===== src/rtl/mem_ctrl_pkg.sv =====
// Shared constants for the single-port byte RAM sequencer.
// State encodings, access size codes and the size-to-last-byte helper.
package mem_ctrl_pkg;

  localparam logic [2:0] ST_IDLE      = 3'd0;
  localparam logic [2:0] ST_READ      = 3'd1;
  localparam logic [2:0] ST_READ_LAST = 3'd2;
  localparam logic [2:0] ST_WRITE     = 3'd3;
  localparam logic [2:0] ST_ACK       = 3'd4;

  localparam logic [1:0] SIZE_BYTE = 2'b00;
  localparam logic [1:0] SIZE_HALF = 2'b01;
  localparam logic [1:0] SIZE_WORD = 2'b10;

  // Index of the final byte; size 11 behaves as a word.
  function automatic logic [1:0] last_idx(input logic [1:0] size);
    logic [1:0] r;
    case (size)
      SIZE_BYTE: r = 2'd0;
      SIZE_HALF: r = 2'd1;
      default:   r = 2'd3;
    endcase
    return r;
  endfunction

endpackage


===== src/rtl/mem_ctrl.sv =====
// IF/MEM arbiter and byte-serial sequencer for an 8-bit synchronous RAM.
// Optional MEM_CTRL_IF_ABORT_EN adds if_abort_i to cancel an in-flight fetch.
module mem_ctrl
  import mem_ctrl_pkg::*;
#(
  parameter int RAM_ADDR_W = 17
) (
  input  logic                  clk,
  input  logic                  rst,
  input  logic                  if_req_i,
  input  logic [31:0]           if_addr_i,
`ifdef MEM_CTRL_IF_ABORT_EN
  input  logic                  if_abort_i,
`endif
  output logic                  if_ack_o,
  output logic [31:0]           if_data_o,
  input  logic                  mem_req_i,
  input  logic                  mem_we_i,
  input  logic [1:0]            mem_size_i,
  input  logic [31:0]           mem_addr_i,
  input  logic [31:0]           mem_wdata_i,
  output logic                  mem_ack_o,
  output logic [31:0]           mem_rdata_o,
  output logic [RAM_ADDR_W-1:0] ram_addr_o,
  output logic                  ram_wr_o,
  output logic [7:0]            ram_dout_o,
  input  logic [7:0]            ram_din_i
);

  logic [2:0]            state;
  logic                  grant_mem;
  logic                  we;
  logic [RAM_ADDR_W-1:0] base;
  logic [1:0]            last;
  logic [1:0]            idx;
  logic [1:0]            prev;
  logic [31:0]           wdata;
  logic [31:0]           asm_data;
  logic [RAM_ADDR_W-1:0] addr;
  logic                  abort_now;
  logic                  abort_hit;
  logic                  is_ack;
  logic                  unused_addr;

`ifdef MEM_CTRL_IF_ABORT_EN
  assign abort_now = if_abort_i;
`else
  assign abort_now = 1'b0;
`endif

  assign abort_hit   = abort_now && !grant_mem;
  assign prev        = idx - 2'd1;
  assign addr        = base + {{(RAM_ADDR_W-2){1'b0}}, idx};
  assign unused_addr = ^{if_addr_i[31:RAM_ADDR_W], mem_addr_i[31:RAM_ADDR_W]};

  always_ff @(posedge clk or negedge rst) begin
    if (!rst) begin
      state     <= ST_IDLE;
      grant_mem <= 1'b0;
      we        <= 1'b0;
      base      <= '0;
      last      <= 2'd0;
      idx       <= 2'd0;
      wdata     <= '0;
      asm_data  <= '0;
    end else begin
      case (state)
        ST_IDLE: begin
          if (mem_req_i || if_req_i) begin
            grant_mem <= mem_req_i;
            idx       <= 2'd0;
            asm_data  <= '0;
            if (mem_req_i) begin
              we    <= mem_we_i;
              base  <= mem_addr_i[RAM_ADDR_W-1:0];
              last  <= last_idx(mem_size_i);
              wdata <= mem_wdata_i;
              state <= mem_we_i ? ST_WRITE : ST_READ;
            end else begin
              we    <= 1'b0;
              base  <= if_addr_i[RAM_ADDR_W-1:0];
              last  <= 2'd3;
              wdata <= '0;
              state <= ST_READ;
            end
          end
        end
        ST_READ: begin
          if (abort_hit) begin
            asm_data <= '0;
            state    <= ST_IDLE;
          end else begin
            // RAM data lags the address by one cycle.
            if (idx != 2'd0)
              asm_data[{prev, 3'b000} +: 8] <= ram_din_i;
            if (idx == last)
              state <= ST_READ_LAST;
            else
              idx <= idx + 2'd1;
          end
        end
        ST_READ_LAST: begin
          if (abort_hit) begin
            asm_data <= '0;
            state    <= ST_IDLE;
          end else begin
            asm_data[{last, 3'b000} +: 8] <= ram_din_i;
            state <= ST_ACK;
          end
        end
        ST_WRITE: begin
          if (idx == last)
            state <= ST_ACK;
          else
            idx <= idx + 2'd1;
        end
        default: state <= ST_IDLE;
      endcase
    end
  end

  assign is_ack      = (state == ST_ACK);
  assign if_ack_o    = is_ack && !grant_mem && !abort_now;
  assign mem_ack_o   = is_ack && grant_mem;
  assign if_data_o   = if_ack_o ? asm_data : 32'd0;
  assign mem_rdata_o = mem_ack_o ? asm_data : 32'd0;

  assign ram_wr_o   = (state == ST_WRITE);
  assign ram_addr_o = (state == ST_READ || state == ST_WRITE) ? addr : '0;
  assign ram_dout_o = ram_wr_o ? wdata[{idx, 3'b000} +: 8] : 8'd0;

  // Keeps the write-side register live even when only reads occur.
  logic unused_we;
  assign unused_we = we;

endmodule


===== config.mk =====
export PLATFORM = sky130hd
export DESIGN_NAME = mem_ctrl
export DESIGN_NICKNAME = d
export VERILOG_FILES = /design/src/rtl/mem_ctrl_pkg.sv /design/src/rtl/mem_ctrl.sv
export SDC_FILE = /design/constraint.sdc
export NUM_CORES = 1
export LEC_CHECK = 0
export ABC_CLOCK_PERIOD_IN_PS = 2200
export BUFFER_PORTS_ARGS = -buffer_cell sky130_fd_sc_hd__buf_2
export CAP_MARGIN = 5
export CORE_MARGIN = 3
export CORE_UTILIZATION = 44
export DETAILED_ROUTE_END_ITERATION = 6
export GPL_TIMING_DRIVEN = 1
export PLACE_DENSITY = 0.88
export SETUP_SLACK_MARGIN = 0.1
export SLEW_MARGIN = 20
export SYNTH_ARGS = -nofsm -noshare
export SYNTH_HDL_FRONTEND = slang
export SYNTH_SLANG_ARGS = --single-unit

===== constraint.sdc =====
create_clock -name clk -period 2.2 [get_ports clk]
set_input_delay 0.11 -clock clk [delete_from_list [all_inputs] [get_ports clk]]
set_output_delay 0.11 -clock clk [all_outputs]
set_load 0.02 [all_outputs]

== Word level (Yosys, flattened, before mapping) ==
Cells that the tools add are included.

* Add/subtract/negate cells: 5
* Equality and inequality tests: 11
* Shift-type cells: 5
* Muxes and demuxes: 22
* Reduce and logical (&&, ||, !) cells: 15

{| class="wikitable"
|+ Operator list
! cell !! number
|-
| $mux W32 || 5
|-
| $pmux W32 S3 || 1
|-
| $bwmux W32 || 2
|-
| $shift A8 B7 Y32 const A || 2
|-
| $shiftx A8 B7 Y32 || 2
|-
| $mux W17 || 2
|-
| $shiftx A32 B6 Y8 || 1
|-
| $add A17 B2 Y17 || 1
|-
| $neg A5 Y7 || 2
|-
| $pmux W3 S4 || 1
|-
| $mux W2 || 5
|-
| $mux W3 || 3
|-
| $reduce_and A3 Y1 || 3
|-
| $mux W8 || 1
|-
| $ne A2 B2 Y1 const B || 4
|-
| $pmux W2 S2 || 2
|-
| $eq A3 B2 Y1 const B || 2
|-
| $reduce_bool A2 Y1 || 2
|-
| $eq A3 B1 Y1 const B || 1
|-
| $eq A3 B3 Y1 const B || 1
|-
| $logic_not A3 Y1 || 1
|-
| $reduce_bool A3 Y1 || 1
|-
| $add A2 B1 Y2 const B || 1
|-
| $eq A2 B1 Y1 const B || 1
|-
| 9 further kinds || 11
|}

* Register bits after elaboration: 89
* Bits of input ports: 111
* Logic and storage cells: 65

== Logic depth before layout (Yosys ltp) ==
* Depth in word-level cells: 6
* Mapped depth: 7

== Worst setup path before layout ==
Ideal clock, no wire load.

* Path kind: reg2out
* Start point: register idx[1]
* End point: output port ram_addr_o[13]
* Arrival time: 2.079 ns
* Data required time: 2.090 ns
* Path slack: 0.011 ns
* Stages on the path, launching flop included: 6
* Path buffers: 0
* Cells stage by stage: dfrtp_1 -> ha_1 -> a21oi_1 -> or3_4 -> or4_1 -> a21oi_1

* Cells in the longest elaborated chain, start to end: 2

{| class="wikitable"
|+ RTL lines
! element !! RTL line !! source
|-
| start: declaration || mem_ctrl.sv:35 || <nowiki>logic [1:0] idx;</nowiki>
|-
| start signal: assignment || mem_ctrl.sv:99 || <nowiki>idx <= idx + 2'd1;</nowiki>
|-
| start signal: assignment || mem_ctrl.sv:115 || <nowiki>idx <= idx + 2'd1;</nowiki>
|-
| $add A17 B2 Y17 || mem_ctrl.sv:53 || <nowiki>assign addr = base + {{(RAM_ADDR_W-2){1'b0}}, idx};</nowiki>
|-
| $mux W17 || mem_ctrl.sv:129 || <nowiki>assign ram_addr_o = (state == ST_READ || state == ST_WRITE) ? addr : '0;</nowiki>
|-
| end: declaration || mem_ctrl.sv:24 || <nowiki>output logic [RAM_ADDR_W-1:0] ram_addr_o,</nowiki>
|}

No other way between the ends.

== Final worst setup path ==
* Start point: register idx[1]
* End point: output port ram_addr_o[15]

The elaborated chain is that of the path after synthesis.

==> key figures <==
Timing
  – Final Setup Violations: 2
  – Unrepaired setup endpoints after global routing: yes
  – Worst Slack Setup Final: -0.112 ns
  – Fin. max-slew vios: 0
  – Fmax: 433 MHz
  – Slew @ Worst Pin: 0.724 ns
  – Setup Skew: 0.00634 ns
  – Worst slew margin: 51.7%
  – Final hold slack: 0.0170 ns
  – Hold Violations, Final: 0
  – Min cycle time layout: 2.31 ns
  – Period utilization: 105%

Power and ir drop
  – Peak VDD IR: 680 uV
  – Power, Total: 7870 uW
  – Leakage: 0.00343 uW
  – PD cells: 1160 nW/um2

Clock network
  – Clock latency on the worst-skew pair: 0.36 ns
  – CTS max path bufs: 2
  – Maximum level of the CTS H-tree: 3
  – Root Buffer: clkbuf_8
  – Clk pin slew, worst setup/hold paths: 0.09 ns
  – Num CTS Buffers: 9
  – CTS tree: done
  – Clk sinks: 89

Die
  – Core box area: 10500 um2
  – Die Y-Extent: 111 um
  – Starting density of the core: 46.0%
  – Top-Level Pins: 203
  – Row cnt: 37
  – Die area: 12300 um2
  – Chip width: 111 um

Finish
  – Area of the multi-input gates: 2610 um2
  – Non-Filler Instances: 812
  – Fraction of layout cells with a size suffix above 1: 37.3%
  – Antenna fix cells: 0
  – Fillers: 784
  – P&R area growth vs syn: 39.9%
  – FF+latch area: 2230 um2
  – Layout Nets: 795

Route
  – Via count: 4505
  – Residual DRC count: 0
  – Routed wire length: 14.2 mm
  – DR pass1 iterations: 5
  – Routed len/inst: 17.5 um
  – DRT antenna net count: 0
  – Vias per std cell: 5.55
  – Drt initial violations: 251

GRT
  – Initial antenna violation count: 1
  – Largest net degree at the start of global routing: 56
  – All-Layer GR Usage: 23.0%
  – GR Overflow Total: 0
  – Vias in the first global route: 4651
  – First-pass GRT wire length: 23.2 mm

Yosys
  – Async SR Flop Fraction: 100%
  – Seq cells post-synth: 89
  – Synth Flop Type: dfrtp_1
  – Biggest area consumer among synthesized cells: dfrtp_1
  – Mapped Nets: 582
  – Share of the synthesized area in the top cell type: 46.1%
  – Top post-synthesis cells by area: dfrtp_1 (46%), a22o_1 (12%), and2_1 (8.8%)
  – EDFF count, synth: 0
  – Gate Count Post-Synth: 458
  – Seq/Total Area, Yosys: 46.1%
  – Synth Warn #: 0
  – Syn avg cell area: 10.6 um2
  – Mapped cell area: 4830 um2
  – Unique cell type count in the Yosys netlist: 47

Critical path
  – Startpoint class of the critical path: flop
  – Worst-path maximum fanout: 3
  – Critical Path Sink Type: primary output
  – R2r worst-path depth: 7
  – Critical path class: reg -> out
  – Crit Reg-Reg Startpoint: idx[1]$_DFFE_PN0P_
  – WP data arrival: 2.20 ns
  – Setup slack, reg-to-reg: 0.06 ns
  – Worst Setup EP: ram_addr_o[15]
  – CP Launch Point: idx[1]$_DFFE_PN0P_
  – Required @ worst endpoint: 2.09 ns
  – RR Endpoint: asm_data[8]$_DFFE_PN0P_

Min path
  – Hold Path Cell Cnt: 3
  – Worst Hold Class: in -> reg

Outcome
  – Failing checks: negative setup slack
  – Outcome: complete, but fails checks

Placed design
  – Post-DP HPWL: 9.48 mm
  – Placed Cells: 756
  – Count of input and output buffers: 172
  – Gpl congestion: 0.845

Job
  – Maxcap violations: 0
kinds of logic (layout without fill, tap and decap cells):
| logic type | after synthesis | count (layout) | share of synthesized area [%] |
|---|---|---|---|
| buffers and inverters | 39 | 257 | 3.18 |
| adder cells (fa/ha/maj) | 13 | 13 | 3.52 |
| flip-flops | 89 | 89 | 46.1 |
| AO/OA/AOI/OAI | 108 | 108 | 17.4 |
| AND/OR/NAND/NOR | 168 | 168 | 19.7 |
| multiplexers | 26 | 26 | 7.45 |
| XOR/XNOR | 15 | 15 | 2.72 |
how the worst min path moves through the flow:
stage | startpoint | to | slack, ns
final | mem_we_i | state[1]$_DFFE_PN0P_ | 0.02
after global routing | mem_we_i | state[1]$_DFFE_PN0P_ | 0.01
after CTS | mem_we_i | state[1]$_DFFE_PN0P_ | 0.01
after detailed placement | rst | wdata[7]$_DFFE_PN0P_ | 0.23
after global placement | rst | wdata[7]$_DFFE_PN0P_ | 0.22
after floorplan | rst | asm_data[0]$_DFFE_PN0P_ | -0.19
state kept, by name, indices dropped and copies added (netlist names):
register   flops
asm_data      32
base          17
grant_mem      1
idx            2
last           2
state          3
wdata         32
cells in the final DEF, fill, tap and decap left out, drive strengths merged, types with 2 or more instances in the layout:
| cell type | Yosys | final |
|---|---|---|
| xor2 | 4 | 4 |
| clkbuf | 22 | 11 |
| and3 | 9 | 9 |
| nor3 | 6 | 6 |
| mux2i | 18 | 18 |
| a21oi | 7 | 7 |
| nor4 | 5 | 5 |
| or4 | 2 | 2 |
| or3 | 2 | 2 |
| nand2 | 31 | 31 |
| ha | 12 | 12 |
| nand2b | 3 | 3 |
| buf | 7 | 196 |
| nand4 | 6 | 6 |
| nor4b | 2 | 2 |
| bufinv | 0 | 3 |
| dfrtp | 89 | 89 |
| o22a | 3 | 3 |
| clkinvlp | 0 | 2 |
| nand3 | 6 | 6 |
| a21o | 2 | 2 |
| inv | 10 | 11 |
| o21ai | 24 | 24 |
| xnor2 | 11 | 11 |
| dlygate4sd3 | 0 | 34 |
| a22o | 64 | 64 |
| o31ai | 2 | 2 |
| nor2 | 22 | 22 |
| and2 | 68 | 68 |
| mux4 | 8 | 8 |
area by class of cell:
class	instances	area share (%)
inverters	10	0.555
clock inverters	6	1.68
repair buffers	231	21.7
clock buffers	10	2.03
multi-input cells	330	38.6
flip-flops and latches	89	33.0
well taps	136	2.52
Yosys cell counts, types with 2 or more instances:
cell type / number
o21ai_1: 10
nand2_1: 31
a22o_1: 64
dfrtp_1: 89
and3_1: 9
nor2_1: 22
inv_1: 10
xnor2_1: 11
mux2i_1: 18
o31ai_1: 2
nand2b_1: 3
buf_2: 6
clkbuf_1: 22
o22a_1: 3
o21ai_0: 14
a21oi_2: 3
nor4_1: 5
a21o_1: 2
nor4b_1: 2
nor3_1: 5
or4_1: 2
nand4_1: 4
ha_1: 12
xor2_1: 4
nand3_1: 6
a21oi_1: 4
mux4_2: 8
and2_1: 68
where the power goes:
| group | leakage (uW) | switching (uW) | internal (uW) |
|---|---|---|---|
| Combinational | 0.00215 | 2060 | 1660 |
| Sequential | 0.00116 | 571 | 2180 |
| Clock | 0.000119 | 610 | 790 |
layer usage:
layer	wire, um	vias to the layer above	track usage [%]
met2	6900	263	38.6
met4	388	2	8.05
met1	5750	2130	28.5
li1	-	2072	-
met3	1200	38	6.50
met5	7	-	0
critical path: stages (launching register included):
cell,delay [ns]
dfrtp_1,0.40
ha_1,0.30
a21oi_2,0.06
or3_4,0.35
or4_4,0.45
a21oi_4,0.15
buf_6,0.13
metrics by stage:
stage / TNS [ns] / setup WS, ns / utilization [%] / instance area, um2
2_1_floorplan: 0 / 0.0989 / - / 4850
3_3_place_gp: 0 / 0.103 / 56.6 / 5950
3_5_place_dp: 0 / 0.0166 / 56.6 / 5950
4_1_cts: -0.258 / -0.136 / 63.6 / 6690
5_1_grt: -1.43 / -0.160 / 64.4 / 6770
6_report: -0.204 / -0.112 / 64.4 / 6770
what timing repair did:
item / 4_1_cts / 5_1_grt
hold endpoints to repair: 87 / 0
setup buffers: 3 / 2
setup endpoints to repair: 99 / 108
pin swaps: 9 / 1
hold buffers: 34 / 0
resized for setup: 27 / 9
cloned: 0 / 1
Power figures use the tool's default switching activity.
